===== config.mk =====
export PLATFORM = sky130hd
export DESIGN_NAME = binge_log_flat
export DESIGN_NICKNAME = d
export VERILOG_FILES = /design/src/rtl/binge_log_if.sv /design/src/rtl/binge_log.sv /design/src/flat_wrapper.sv
export SDC_FILE = /design/constraint.sdc
export NUM_CORES = 1
export LEC_CHECK = 0
export BUFFER_PORTS_ARGS = -buffer_cell sky130_fd_sc_hd__buf_2
export CAP_MARGIN = 20
export CORE_UTILIZATION = 35
export DETAILED_ROUTE_END_ITERATION = 6
export PLACE_DENSITY = 0.56
export SYNTH_ARGS = -nofsm -noshare
export SYNTH_HDL_FRONTEND = slang
export SYNTH_SLANG_ARGS = --single-unit

===== constraint.sdc =====
create_clock -name clk -period 2.7 [get_ports clk]
set_input_delay 0 -clock clk [delete_from_list [all_inputs] [get_ports clk]]
set_output_delay 0 -clock clk [all_outputs]
set_load 0.01 [all_outputs]

===== src/rtl/binge_log_if.sv =====
// binge_log_if: record handshake between binge_log and the host.
//   rec_valid : record FIFO holds at least one record
//   rec_data  : head record {partial, person[2:0], duration[6:0], pass[1:0]}
//   rec_ready : host accepts the head record this cycle
// The master side belongs to binge_log. The slave side belongs to the host.
interface binge_log_if;
  logic        rec_valid;
  logic [12:0] rec_data;
  logic        rec_ready;

  modport master (output rec_valid, output rec_data, input rec_ready);
  modport slave  (input rec_valid, input rec_data, output rec_ready);
endinterface


===== src/rtl/binge_log.sv =====
// binge_log: watches the viewer tracker status word and logs completed runs.
// It samples {person, week, finished, state} every cycle and detects two events:
//   - season start: NS -> S1
//   - completion: entry into F
// Each completed run is timed in weeks and queued as a record for the host.
// Ports:
//   clk, rst_n  : clock and asynchronous active-low reset
//   status_in   : {person[2:0], week[6:0], finished[1:0], state[2:0]}
//   rec         : record handshake (master modport)
//   comp_count  : saturating count of completions seen
//   overflow    : sticky flag, set when a record is dropped on a full FIFO
module binge_log #(
  parameter int DEPTH = 4
) (
  input  logic             clk,
  input  logic             rst_n,
  input  logic [14:0]      status_in,
  binge_log_if.master      rec,
  output logic [7:0]       comp_count,
  output logic             overflow
);

  localparam int AW = $clog2(DEPTH);
  localparam logic [AW:0] FULL_CNT = (AW+1)'(DEPTH);

  typedef enum logic [2:0] {
    ST_NS  = 3'd0,
    ST_S1  = 3'd1,
    ST_F   = 3'd6
  } view_state_e;

  logic [2:0]  cur_person;
  logic [6:0]  cur_week;
  logic [1:0]  cur_fin;
  logic [2:0]  cur_state;

  logic [2:0]  prev_state_q, prev_state_d;
  logic [2:0]  prev_person_q, prev_person_d;
  logic        prev_ok_q, prev_ok_d;
  logic [6:0]  start_week_q, start_week_d;
  logic        start_ok_q, start_ok_d;
  logic [7:0]  comp_count_q, comp_count_d;
  logic        overflow_q, overflow_d;

  logic [12:0] mem_q [DEPTH];
  logic [12:0] mem_d [DEPTH];
  logic [AW-1:0] wr_ptr_q, wr_ptr_d;
  logic [AW-1:0] rd_ptr_q, rd_ptr_d;
  logic [AW:0]   count_q, count_d;

  logic        same_person;
  logic        person_chg;
  logic        start_ev;
  logic        comp_ev;
  logic        pop;
  logic        full;
  logic        push_ok;
  logic [6:0]  duration;
  logic [12:0] new_rec;

  assign cur_person = status_in[14:12];
  assign cur_week   = status_in[11:5];
  assign cur_fin    = status_in[4:3];
  assign cur_state  = status_in[2:0];

  // Event decode. Nothing fires until one sample has primed prev_*.
  // A person change suppresses both events for that cycle.
  assign same_person = (cur_person == prev_person_q);
  assign person_chg  = prev_ok_q & ~same_person;
  assign start_ev    = prev_ok_q & same_person &
                       (prev_state_q == ST_NS) & (cur_state == ST_S1);
  assign comp_ev     = prev_ok_q & same_person &
                       (cur_state == ST_F) & (prev_state_q != ST_F);

  // A run with no observed start is logged as partial with zero duration.
  // The subtraction wraps modulo 128 to cover week rollover.
  assign duration = start_ok_q ? (cur_week - start_week_q) : 7'd0;
  assign new_rec  = {~start_ok_q, cur_person, duration, cur_fin};

  // A full FIFO still accepts a push when a pop happens on the same edge.
  assign full    = (count_q == FULL_CNT);
  assign pop     = (count_q != '0) & rec.rec_ready;
  assign push_ok = comp_ev & (~full | pop);

  assign rec.rec_valid = (count_q != '0);
  assign rec.rec_data  = (count_q != '0) ? mem_q[rd_ptr_q] : 13'd0;
  assign comp_count    = comp_count_q;
  assign overflow      = overflow_q;

  // Next-state logic for the tracker registers, the counters and the FIFO.
  always_comb begin
    prev_state_d  = cur_state;
    prev_person_d = cur_person;
    prev_ok_d     = 1'b1;
    start_week_d  = start_week_q;
    start_ok_d    = start_ok_q;
    comp_count_d  = comp_count_q;
    overflow_d    = overflow_q;
    mem_d         = mem_q;
    wr_ptr_d      = wr_ptr_q;
    rd_ptr_d      = rd_ptr_q;
    count_d       = count_q;

    if (person_chg) begin
      start_ok_d = 1'b0;
    end
    if (start_ev) begin
      start_week_d = cur_week;
      start_ok_d   = 1'b1;
    end
    if (comp_ev) begin
      start_ok_d = 1'b0;
      if (comp_count_q != 8'hFF) begin
        comp_count_d = comp_count_q + 8'd1;
      end
      if (full & ~pop) begin
        overflow_d = 1'b1;
      end
    end

    if (push_ok) begin
      mem_d[wr_ptr_q] = new_rec;
      wr_ptr_d        = wr_ptr_q + 1'b1;
    end
    if (pop) begin
      rd_ptr_d = rd_ptr_q + 1'b1;
    end
    if (push_ok & ~pop) begin
      count_d = count_q + 1'b1;
    end else if (pop & ~push_ok) begin
      count_d = count_q - 1'b1;
    end
  end

  // State registers, all cleared by the asynchronous reset.
  always_ff @(posedge clk or negedge rst_n) begin
    if (!rst_n) begin
      prev_state_q  <= '0;
      prev_person_q <= '0;
      prev_ok_q     <= 1'b0;
      start_week_q  <= '0;
      start_ok_q    <= 1'b0;
      comp_count_q  <= '0;
      overflow_q    <= 1'b0;
      wr_ptr_q      <= '0;
      rd_ptr_q      <= '0;
      count_q       <= '0;
      for (int i = 0; i < DEPTH; i++) begin
        mem_q[i] <= '0;
      end
    end else begin
      prev_state_q  <= prev_state_d;
      prev_person_q <= prev_person_d;
      prev_ok_q     <= prev_ok_d;
      start_week_q  <= start_week_d;
      start_ok_q    <= start_ok_d;
      comp_count_q  <= comp_count_d;
      overflow_q    <= overflow_d;
      wr_ptr_q      <= wr_ptr_d;
      rd_ptr_q      <= rd_ptr_d;
      count_q       <= count_d;
      mem_q         <= mem_d;
    end
  end

endmodule


===== src/flat_wrapper.sv =====
// flat-port wrapper written by rule: the top's interface ports become plain ports
module binge_log_flat 
#(
  parameter int DEPTH = 4
)
  (clk, rst_n, status_in, comp_count, overflow, rec_rec_valid, rec_rec_data, rec_rec_ready);
  binge_log_if rec_i ();
  input  logic clk;
  input  logic rst_n;
  input  logic [14:0] status_in;
  output logic [7:0] comp_count;
  output logic overflow;
  output wire logic [$bits(rec_i.rec_valid)-1:0] rec_rec_valid;
  output wire logic [$bits(rec_i.rec_data)-1:0] rec_rec_data;
  input wire logic [$bits(rec_i.rec_ready)-1:0] rec_rec_ready;
  assign rec_rec_valid = rec_i.rec_valid;
  assign rec_rec_data = rec_i.rec_data;
  assign rec_i.rec_ready = rec_rec_ready;
  binge_log #(.DEPTH(DEPTH)) u_core (.clk(clk), .rst_n(rst_n), .status_in(status_in), .rec(rec_i), .comp_count(comp_count), .overflow(overflow));
endmodule

==> Yosys cells after proc, flatten, opt, wreduce, memory -nomap -nowiden <==
Cells that the tools add are included.
{ "word_totals": {"n_memories": 0, "latch_bits": 0, "reg_bits": 83, "mem_bits_rw": 0, "wordCells": 68, "romBits": 0, "inputBits": 18} }
{ "classes": {"reduce_logical": 7, "bitwise_logic": 19, "n_mux": 13, "add_sub_neg": 6, "order_cmp": 3, "n_shift": 0, "mul": 0, "n_div": 0, "eq_ne": 6} }
{ "op_table": {"columns": ["cell", "n"], "rows": [
  ["bitwise mux 52 bit", 1],
  ["2-to-1 mux 13 bit", 4],
  ["binary-select mux 13 bit (select 2 bit)", 1],
  ["demux 13 bit (select 2 bit)", 1],
  ["AND 1 bit", 11],
  ["adder 8 x 1 -> 8 bit, second input constant", 1],
  ["inequality test 8 bit, second input constant", 1],
  ["2-to-1 mux 7 bit", 1],
  ["subtractor 7 bit", 1],
  ["equality test 3 bit, second input constant", 2],
  ["greater-or-equal comparator 3 bit, second input constant", 2],
  ["2-to-1 mux 3 bit", 2],
  ["inverter 2 -> 3 bit", 2],
  ["nonzero test 3 bit", 2],
  ["inverter 1 bit", 5],
  ["adder 2 x 1 -> 2 bit, second input constant", 2],
  ["AND reduction 2 bit", 2],
  ["adder 3 x 1 -> 3 bit, second input constant", 1],
  ["equality test 3 x 1 -> 1 bit, second input constant", 1],
  ["equality test 3 bit", 1],
  ["logical NOT 3 bit", 1],
  ["< comparator 3 x 1 -> 1 bit, second input constant", 1],
  ["2-to-1 mux 1 bit", 3],
  ["inequality test 3 bit, second input constant", 1],
  ["other kinds (4)", 4]
]} }

==> Longest topological paths before layout <==
Gate-level depths: netlist of the first run.
{ "depth": {"word_depth": 9, "ltp_mapped": 10} }

==> Least setup slack after synthesis of the first run <==
No wires, ideal clock.
{ "synth_path": {"path_kind": "register -> register", "from": "register u_core.count_q[0]", "to": "register u_core.count_q[1]", "synth_period_minus_slack_ns": 2.394, "required_ns": 2.575, "stages_incl_launch_ff": 9, "slack_ns": 0.306, "arrival_time_ns": 2.270, "cell_sequence": "dfrtp_1 or4b_1 clkbuf_1 and4_1 clkbuf_1 ha_1 inv_1 fa_1 mux2_2"} }
{ "synth_via": {"word_cells_on_any_way": 15} }
{ "synth_lines": {"columns": ["element", "line", "rtl"], "rows": [
  ["start, declared", "binge_log.sv:49", "logic [AW:0] count_q, count_d;"],
  ["start signal, assigned", "binge_log.sv:161", "count_q <= count_d;"],
  ["nonzero test 3 bit or equality test 3 bit (tied branches)", "binge_log.sv:82, binge_log.sv:81", null],
  ["AND 1 bit or inverter 1 bit (tied branches)", "binge_log.sv:82, binge_log.sv:83", null],
  ["OR 1 bit *", "binge_log.sv:83", "assign push_ok = comp_ev & (~full | pop);"],
  ["AND 1 bit *", "binge_log.sv:83", null],
  ["named net u_core.push_ok", "binge_log.sv:57", "logic push_ok;"],
  ["AND 1 bit *", "binge_log.sv:128", "if (push_ok & ~pop) begin"],
  ["2-to-1 mux 3 bit *", "binge_log.sv:128", null],
  ["named net u_core.count_d[1]", "binge_log.sv:49", null]
]} }
The timed path passes the listed nets; every way through them passes the cells marked *. The select of a mux whose other input is x is not followed.
A chain may end at the register's enable or synchronous reset.

==> Final worst setup path of the first run <==
{ "layout_path": {"from": "register u_core.count_q[0]", "to": "register u_core.count_q[1]"} }
{ "layout_via": {"word_cells_on_any_way": 15} }
{ "layout_lines": {"columns": ["element", "line"], "rows": [
  ["nonzero test 3 bit or equality test 3 bit (tied branches)", "binge_log.sv:82, binge_log.sv:81"],
  ["AND 1 bit or inverter 1 bit (tied branches)", "binge_log.sv:82, binge_log.sv:83"],
  ["OR 1 bit", "binge_log.sv:83"],
  ["AND 1 bit", "binge_log.sv:83"],
  ["AND 1 bit", "binge_log.sv:128"],
  ["2-to-1 mux 3 bit *", "binge_log.sv:128"],
  ["named net u_core.count_d[1]", "binge_log.sv:49"]
]} }
Marks and branches as above.

==> run summary, run 1 <==
Status - finished, final reports clean
Layout cells sized above 1 - 27.53%
Num CTS Buffers - 9
Worst-path clk slew - 0.06 ns
Initial Utilization - 36.34%
Final Skew - 0.004658 ns
Input/output buffers - 40
Fmax - 408.0 MHz
TritonCTS clock tree - yes
P&R area growth vs syn - 20.94%
Yosys reg bits - 83
CORE AREA - 10940 µm²
DP HPWL - 5447 µm
Ports - 41
Crit Path Class - reg -> reg
RePlAce Congestion - 0.7213
Multi-input gate area - 1764 µm²
Die height - 108.6 µm
Slew HR - 51.31%
Power density cells - 656.6 nW/µm²
CP cell instances - or4b_1 > and4_1 > ha_1 > inv_1 > fa_1 > mux2_2
Ys async rst share - 100.0%
Cells after synthesis - 332
Worst endpoint required time - 2.92 ns
Most frequent cells in the layout - dfrtp_1 (83), nand2_1 (45), buf_2 (39)
H-tree levels - 3
GRT Total Usage - 14.94%
Area of the die - 11780 µm²
CP max stage delay - 0.65 ns
Most common cell after layout, fill and taps aside - dfrtp_1
Core Util, Final - 43.95%
Final worst slack - 0.2490 ns
Synth warnings - 0
Filler instances - 1057
DR pass1 iterations - 4
Vias post-DR - 2601
Clk Latency, worst-skew pair - 0.33 ns
Final period util - 90.78%
Fin crit period - 2.451 ns
DRC Markers - 0
Final ANT Viol Nets - 0
Crit path max fanout - 6
First element of the critical path - u_core.count_q[0]
Worst VDD drop - 0.5551 mV
Antenna cells - 0
Synth Area per Inst - 11.97 µm²
Worst slew pin tran - 0.7303 ns
First-pass GRT wire length - 13180 µm
Yosys top cell area share - 52.27%
Clk buf depth - 2
# rows - 38
Setup violators final - 0
Leakage - 2.241 nW
Hold Crit Class - in -> async
Top cells by area, synth - dfrtp_1 (52%), mux2_2 (7.9%), mux4_2 (7.4%), o21ai_0 (4.5%), nand2_1 (4.3%)
Final WL - 7879 µm
Nets - 425
Vias in the first global route - 2550
Placement Cell Area - 4339 µm²
Root Driver - clkbuf_16
Clock sinks - 83
Post-place setup slack - 0.2593 ns
Cell area after synthesis - 3974 µm²
Netlist cell types - 43
Sequential share of the synthesized area - 52.27%
Initial drt markers - 87
Vias per std cell - 4.853
Total negative slack - 0 ns
Postcts setup bufs - 0
Fin. Hold Viols - 0
RR Startpoint - u_core.count_q[0]
CP Capture Type - flop
Net Count, Synth - 364
Placed cells - 504
Synth Flop Type - dfrtp_1
Critical Path Start Type - flop
Fin. max-slew vios - 0
DR WL/cell - 14.70 µm
RSZ-0062 raised after global routing - no
Finished layout cell area - 4806 µm²
Cell accounting for the most synthesized area - dfrtp_1
Initial antenna violation count - 0
Max-cap violations - 0
Die X - 108.6 µm
Fin cells - 536
Arrival time worst endpoint - 2.67 ns
EDFF count, synth - 0
CP max-delay cell - or4b_1
Largest net degree at the start of global routing - 84
Register area - 2077 µm²
Global route overflow - 0
==> logic make-up (layout without fill, tap and decap cells) <==
group           count (synthesis)  after routing  share of synthesized area, %
flops                          83             83                         52.27
buf+inv                        29             93                         3.338
mux                            41             41                         15.30
xor+xnor                       18             18                         3.967
simple gates                   95             95                         12.88
other cells                     1              1                       0.09437
compound gates                 51             51                         7.368
fa+ha+maj                      14             14                         4.786
==> per-stage QoR <==
step	total power, mW	hold slack, ns
detailed placement	2.046	0.1371
floorplan	1.843	-0.2956
finish	3.155	0.1470
CTS	3.202	0.3178
global route	3.336	0.1918
global placement	2.026	0.1368
==> worst paths after layout <==
kind,endpoint,slack (ns),cells after the start
max,u_core.count_q[1],0.25,6
min,u_core.mem_q[32],0.15,2
max reg2reg,u_core.count_q[1],0.25,6
min reg2reg,u_core.mem_q[45],0.48,2
max in group asynchronous,u_core.comp_count[7],1.94,3
min in group clk,u_core.prev_state_q[2],0.33,2
==> worst max-delay path, delay by kind of cell (launching register included) <==
| family | cells | cell delay (ns) |
|---|---|---|
| buffers and inverters | 1 | 0.07 |
| and+or+nand+nor | 2 | 0.93 |
| DFF | 1 | 0.43 |
| adders and majority gates | 2 | 0.64 |
| muxes | 1 | 0.27 |
==> final cells by class <==
cell class,instances,share of cell area (%)
repair buffers,69,10.05
clock inverters,2,0.2603
well taps,140,3.645
multi-input cells,220,36.71
inverters,10,0.7810
clock buffers,12,5.337
flip-flops and latches,83,43.22
==> synthesized netlist by cell type, drive strengths merged, types with 2 or more instances <==
library cell and n:
a21oi 3, a31oi 2, and2 13, and3 4
and4 4, buf 11, clkbuf 8, dfrtp 83
fa 2, ha 12, inv 10, mux2 28
mux4 13, nand2 45, nand2b 3, nand3 3
nand4 8, nor2 3, nor2b 3, o21a 2
o21ai 36, or4b 2, xnor2 10, xor2 8
==> report_power, final <==
| part | total [mW] | switching [mW] | leakage (nW) | internal [mW] |
|---|---|---|---|---|
| Sequential | 1.47 | 0.132 | 1.12 | 1.34 |
| Combinational | 0.559 | 0.261 | 0.992 | 0.297 |
| Clock | 1.12 | 0.461 | 0.131 | 0.661 |
| Total | 3.16 | 0.854 | 2.24 | 2.30 |
==> sequential cells by signal, summed over array words and instances (netlist names) <==
register / cells
u_core.comp_count: 8
u_core.count_q: 3
u_core.mem_q: 52
u_core.overflow: 1
u_core.prev_ok_q: 1
u_core.prev_person_q: 3
u_core.prev_state_q: 3
u_core.rd_ptr_q: 2
u_core.start_ok_q: 1
u_core.start_week_q: 7
u_core.wr_ptr_q: 2
==> what timing repair did <==
action | 4_1_cts | 5_1_grt
resized for setup | 0 | 0
hold endpoints to repair | 110 | 0
hold buffers | 17 | 0
endpoints found under the setup margin | 0 | 0
==> routing by layer <==
metal	vias up	track usage [%]	wire (µm)	share of wire, %
met1	1263	21.01	3994	51
met2	46	22.29	3523	45
met3	7	4.159	267	3.4
met4	0	4.633	93	1.2
li1	1285	-	-	-
met5	-	0	0	0
No activity file was read; power rests on OpenSTA's default activity.
==> inputs of run 2 (changes only) <==
--- a/config.mk
+++ b/config.mk
@@ -7,6 +7,7 @@
 export LEC_CHECK = 0
 export BUFFER_PORTS_ARGS = -buffer_cell sky130_fd_sc_hd__buf_2
 export CAP_MARGIN = 20
+export CORE_ASPECT_RATIO = 1.1
 export CORE_UTILIZATION = 35
 export DETAILED_ROUTE_END_ITERATION = 6
 export PLACE_DENSITY = 0.56
==> run 2 against run 1 <==
Final cell count increased by 1.7%. Count of clock-buffer cells in the layout decreased by 1. Combinational power increased by 1%. Largest power group unchanged. Design area increased by 1.2%. Fmax decreased by 1.2%. Global-route usage decreased by 0.27 points.
==> run summary, run 2 (same netlist as run 1, synthesis figures left out) <==
Status - finished, final reports clean (unchanged)
Reg power frac - 43.4% (was 46.7%)
Setup violators final - 0 (unchanged)
Crit Path Class - reg -> reg (unchanged)
Initial drt markers - 79 (was 87)
Core Util, Final - 44.19% (was 43.95%)
Worst reg-to-reg path cell count - 6 (unchanged)
GRT Total Usage - 14.67% (was 14.94%)
Die height - 113.8 µm (was 108.6 µm)
DR WL/cell - 14.50 µm (was 14.70 µm)
Clk buf depth - 2 (unchanged)
Nets - 425 (unchanged)
RSZ-0062 raised after global routing - no (unchanged)
Worst-path clk slew - 0.07 ns (was 0.06 ns)
# rows - 40 (was 38)
Root Driver - clkbuf_16 (unchanged)
Antenna cells - 0 (unchanged)
Leakage - 2.264 nW (was 2.241 nW)
Clk Latency, worst-skew pair - 0.33 ns (about the same)
Psw - 0.8840 mW (was 0.8539 mW)
Most frequent cells in the layout - dfrtp_1 (83), nand2_1 (45), buf_2 (39) (unchanged)
Power density cells - 689.7 nW/µm² (was 656.6 nW/µm²)
Ports - 41 (unchanged)
Vias post-DR - 2676 (was 2601)
Biggest register - u_core.mem_q (unchanged)
CORE AREA - 11010 µm² (was 10940 µm²)
Clock sinks - 83 (unchanged)
DRC Markers - 0 (unchanged)
Layout cells sized above 1 - 27.89% (was 27.53%)
Max FFs per register - 52 (unchanged)
Clock power share - 39.7% (was 35.6%)
FF-to-FF setup slack - 0.22 ns (was 0.25 ns)
RR Startpoint - u_core.count_q[1] (was u_core.count_q[0])
Finished layout cell area - 4866 µm² (was 4806 µm²)
Hold-fix buffers at CTS - 17 (unchanged)
Fin cells - 545 (was 536)
Worst endpoint required time - 2.92 ns (about the same)
Vias per std cell - 4.910 (was 4.853)
Vias in the first global route - 2699 (was 2550)
Combinational power share - 16.9% (was 17.7%)
Final ANT Viol Nets - 0 (unchanged)
PostCTS Resize Cnt - 0 (unchanged)
Final period util - 91.84% (was 90.78%)
Die X - 103.6 µm (was 108.6 µm)
Crit path to - u_core.count_q[1] (unchanged)
Slew HR - 52.76% (was 51.31%)
DP HPWL - 5322 µm (was 5447 µm)
Final Skew - 0.008733 ns (was 0.004658 ns)
Largest net degree at the start of global routing - 84 (unchanged)
CP Capture Type - flop (unchanged)
Input/output buffers - 40 (unchanged)
Max-cap violations - 0 (unchanged)
Crit path max fanout - 6 (unchanged)
DR pass1 iterations - 4 (unchanged)
First-pass GRT wire length - 13320 µm (was 13180 µm)
Global route overflow - 0 (unchanged)
Switch share - 26.34% (was 27.06%)
Worst slew pin tran - 0.7086 ns (was 0.7303 ns)
RePlAce Congestion - 0.6880 (was 0.7213)
Worst VDD drop - 0.3806 mV (was 0.5551 mV)
Total negative slack - 0 ns (unchanged)
Critical Path Start Type - flop (unchanged)
Hold Crit Class - in -> async (unchanged)
Reg2reg end - u_core.count_q[1] (unchanged)
Area of the die - 11780 µm² (about the same)
Most common cell after layout, fill and taps aside - dfrtp_1 (unchanged)
Fin crit period - 2.480 ns (was 2.451 ns)
Total Power - 3.356 mW (was 3.155 mW)
Placed cells - 511 (was 504)
TritonCTS clock tree - yes (unchanged)
P&R area growth vs syn - 22.45% (was 20.94%)
Arrival time worst endpoint - 2.70 ns (was 2.67 ns)
First element of the critical path - u_core.count_q[1] (was u_core.count_q[0])
Placement Cell Area - 4348 µm² (was 4339 µm²)
Fmax - 403.3 MHz (was 408.0 MHz)
Num CTS Buffers - 9 (unchanged)
Final WL - 7904 µm (was 7879 µm)
Postcts setup bufs - 0 (unchanged)
Initial Utilization - 36.09% (was 36.34%)
Fin. Hold Viols - 0 (unchanged)
Fin. max-slew vios - 0 (unchanged)
Initial antenna violation count - 0 (unchanged)
H-tree levels - 3 (unchanged)
Cell-internal power - 2.472 mW (was 2.302 mW)
## run 2: through the flow
step | hold slack (ns) | setup WS [ns]
finish | 0.2017 | 0.2202
global route | 0.2402 | 0.1215
CTS | 0.3359 | 0.2321
detailed placement | 0.1423 | 0.2470
global placement | 0.1393 | 0.3263
floorplan | -0.2956 | 0.3057
## run 2: critical path: stages, from the launching register on
cell	delay, ns
dfrtp_1	0.42
or4b_1	0.66
and4_1	0.28
ha_1	0.24
inv_1	0.08
fa_1	0.41
mux2_2	0.27
## run 2: metal layers
layer / GRT usage, % / wire, µm
met1: 18.81 / 3766
met2: 24.88 / 3810
met3: 2.400 / 183
met4: 5.990 / 144
met5: 0 / 0
## run 2: cell type report
class / count / area (µm²)
clock inverter: 5 / 85.08
fill: 1068 / 6145
tap: 147 / 183.9
sequential: 83 / 2077
multi-input combinational: 220 / 1764
timing repair buffer: 69 / 475.5
clock buffer: 11 / 242.7
inverter: 10 / 37.54
## run 2: worst min-delay path by stage
stage | startpoint | endpoint | slack [ns] | cells after the start
2_1_floorplan | rst_n | u_core.comp_count[0] | -0.30 | 0
3_3_place_gp | status_in[2] | u_core.prev_state_q[2] | 0.14 | 1
3_5_place_dp | status_in[2] | u_core.prev_state_q[2] | 0.14 | 1
4_1_cts | status_in[2] | u_core.prev_state_q[2] | 0.34 | 2
5_1_grt | rst_n | u_core.mem_q[45] | 0.24 | 2
6_report | rst_n | u_core.mem_q[45] | 0.20 | 2
## run 2: power groups by stage
stage / clock network [mW] / logic [mW] / registers, mW
2_1_floorplan: 0 / 0.415 / 1.43
3_5_place_dp: 0 / 0.563 / 1.48
3_3_place_gp: 0 / 0.547 / 1.48
6_report: 1.33 / 0.567 / 1.46
5_1_grt: 1.43 / 0.629 / 1.47
4_1_cts: 1.37 / 0.584 / 1.46
==> inputs of run 3 (changes only) <==
--- a/config.mk
+++ b/config.mk
@@ -10,7 +10,7 @@
 export CORE_ASPECT_RATIO = 1.1
 export CORE_UTILIZATION = 35
 export DETAILED_ROUTE_END_ITERATION = 6
-export PLACE_DENSITY = 0.56
+export PLACE_DENSITY = 0.58
 export SYNTH_ARGS = -nofsm -noshare
 export SYNTH_HDL_FRONTEND = slang
 export SYNTH_SLANG_ARGS = --single-unit
==> constraint.sdc (replaced) <==
create_clock -name clk -period 2.1 [get_ports clk]
set_input_delay 0 -clock clk [delete_from_list [all_inputs] [get_ports clk]]
set_output_delay 0 -clock clk [all_outputs]
set_load 0.01 [all_outputs]
==> run 3 against run 2 <==
The flow now finishes with violations (negative setup slack). Global-route usage shrank 0.052 points. Utilization rose by 1.2 points. Design area rose by 2.8%. Via count shrank 0.41%. Sequential share of layout area down 1.2 points. Die area is the same.
==> run summary, run 3 (same netlist as run 1, synthesis figures left out) <==
Crit path max fanout - 3 (was 6)
Fin cells - 559 (was 545)
Status - finished, violations left (was finished, final reports clean)
Die X - 103.6 µm (unchanged)
Met3 wire len - 270 µm (was 183 µm)
DP HPWL - 5500 µm (was 5322 µm)
Fin. max-slew vios - 0 (unchanged)
Global route overflow - 0 (unchanged)
Filler instances - 1068 (unchanged)
Placement Cell Area - 4513 µm² (was 4348 µm²)
Post-place setup slack - -0.05158 ns (was 0.2470 ns)
Ports - 41 (unchanged)
DR pass1 iterations - 4 (unchanged)
Vias per std cell - 4.767 (was 4.910)
Arrival time worst endpoint - 2.34 ns (was 2.70 ns)
Input/output buffers - 40 (unchanged)
Crit Path Class - reg -> reg (unchanged)
Largest net degree at the start of global routing - 39 (was 84)
Slew HR - 66.63% (was 52.76%)
Die height - 113.8 µm (unchanged)
CORE AREA - 11010 µm² (unchanged)
Most common cell after layout, fill and taps aside - dfrtp_1 (unchanged)
Critical Path Start Type - flop (unchanged)
M1 WL - 3772 µm (was 3766 µm)
Final Skew - 0.006477 ns (was 0.008733 ns)
Finished layout cell area - 5002 µm² (was 4866 µm²)
Worst VDD drop - 0.4226 mV (was 0.3806 mV)
Final worst slack - -0.02488 ns (was 0.2202 ns)
DRC Markers - 0 (unchanged)
Vias post-DR - 2665 (was 2676)
GRT Total Usage - 14.62% (was 14.67%)
Nets - 439 (was 425)
Final WL - 7817 µm (was 7904 µm)
Total Power - 4.163 mW (was 3.356 mW)
Hold Crit Class - in -> async (unchanged)
Initial Utilization - 36.09% (unchanged)
Setup violators final - 1 (was 0)
Initial antenna violation count - 0 (unchanged)
Clock sinks - 83 (unchanged)
Antenna cells - 0 (unchanged)
Final ANT Viol Nets - 0 (unchanged)
P&R area growth vs syn - 25.88% (was 22.45%)
Worst-path clk slew - 0.06 ns (was 0.07 ns)
Leakage - 2.337 nW (was 2.264 nW)
Placed cells - 522 (was 511)
RePlAce Congestion - 0.7751 (was 0.6880)
Metal2 WL - 3692 µm (was 3810 µm)
Worst slew pin tran - 0.5005 ns (was 0.7086 ns)
H-tree levels - 3 (unchanged)
Top sig layer - met4 (unchanged)
Area of the die - 11780 µm² (unchanged)
Root Driver - clkbuf_16 (unchanged)
Most frequent cells in the layout - dfrtp_1 (83), nand2_1 (45), buf_2 (39) (unchanged)
Initial drt markers - 116 (was 79)
Clk Latency, worst-skew pair - 0.33 ns (about the same)
First-pass GRT wire length - 13200 µm (was 13320 µm)
WHS - 0.1752 ns (was 0.2017 ns)
RSZ-0062 raised after global routing - yes (was no)
Fmax - 470.6 MHz (was 403.3 MHz)
Final period util - 101.2% (was 91.84%)
First element of the critical path - u_core.count_q[1] (unchanged)
Biggest register - u_core.mem_q (unchanged)
# rows - 40 (unchanged)
Fin. Hold Viols - 0 (unchanged)
Fin crit period - 2.125 ns (was 2.480 ns)
Failing checks - negative setup slack
Power density cells - 832.3 nW/µm² (was 689.7 nW/µm²)
RR Startpoint - u_core.count_q[1] (unchanged)
Worst endpoint required time - 2.32 ns (was 2.92 ns)
DR WL/cell - 13.98 µm (was 14.50 µm)
Clk buf depth - 2 (unchanged)
Vias in the first global route - 2625 (was 2699)
Max FFs per register - 52 (unchanged)
TritonCTS clock tree - yes (unchanged)
Num CTS Buffers - 9 (unchanged)
Layout cells sized above 1 - 32.04% (was 27.89%)
CP Capture Type - flop (unchanged)
Max-cap violations - 0 (unchanged)
[run 3: metrics by stage]
stage | util (%) | TNS (ns)
finish | 45.43 | -0.02488
detailed placement | 40.99 | -0.09786
floorplan | - | -0.2926
global route | 45.43 | -0.1854
global placement | 40.99 | 0
CTS | 45.13 | -0.02624
[run 3: final cells by class]
| cell class | count | area (µm²) | area share (%) |
|---|---|---|---|
| Sequential cell | 83 | 2077 | 41.52 |
| Multi-Input combinational cell | 220 | 1802 | 36.02 |
| Timing Repair Buffer | 83 | 630.6 | 12.61 |
| Clock buffer | 11 | 232.7 | 4.652 |
| Tap cell | 147 | 183.9 | 3.677 |
| Clock inverter | 5 | 38.79 | 0.7754 |
| Inverter | 10 | 37.54 | 0.7504 |
[run 3: worst max-delay path: stages (launching register included)]
cell,delay (ns)
dfrtp_1,0.39
or4b_4,0.55
and4_4,0.18
ha_4,0.15
inv_2,0.05
fa_2,0.42
mux2_4,0.28
[run 3: timing repair]
action,CTS,global route
resized for setup,2,7
endpoints found under the setup margin,2,6
hold endpoints to repair,62,0
pin swaps,6,6
setup buffers,1,3
hold buffers,17,0
[run 3: path summary, 6_finish.rpt]
path | slack (ns) | to | cells after the start
worst max-delay path | -0.02 | u_core.count_q[1] | 6
worst min-delay path | 0.18 | u_core.mem_q[45] | 2
worst max register to register | -0.02 | u_core.count_q[1] | 6
worst min register to register | 0.47 | u_core.overflow | 1
max in group asynchronous | 1.33 | u_core.mem_q[21] | 3
min in group clk | 0.30 | u_core.mem_q[2] | 5
[run 3: power by group]
part / switching, mW / leakage, nW / total (mW) / internal (mW)
combinational: 0.423 / 1.09 / 0.897 / 0.474
clock: 0.627 / 0.130 / 1.43 / 0.807
sequential: 0.105 / 1.12 / 1.83 / 1.73
total: 1.16 / 2.34 / 4.16 / 3.01
[run 3: layer usage]
metal	global-route usage (%)	vias up
met5	0	-
met1	19.07	1299
met4	3.768	0
met2	23.98	46
li1	-	1312
met3	4.229	8
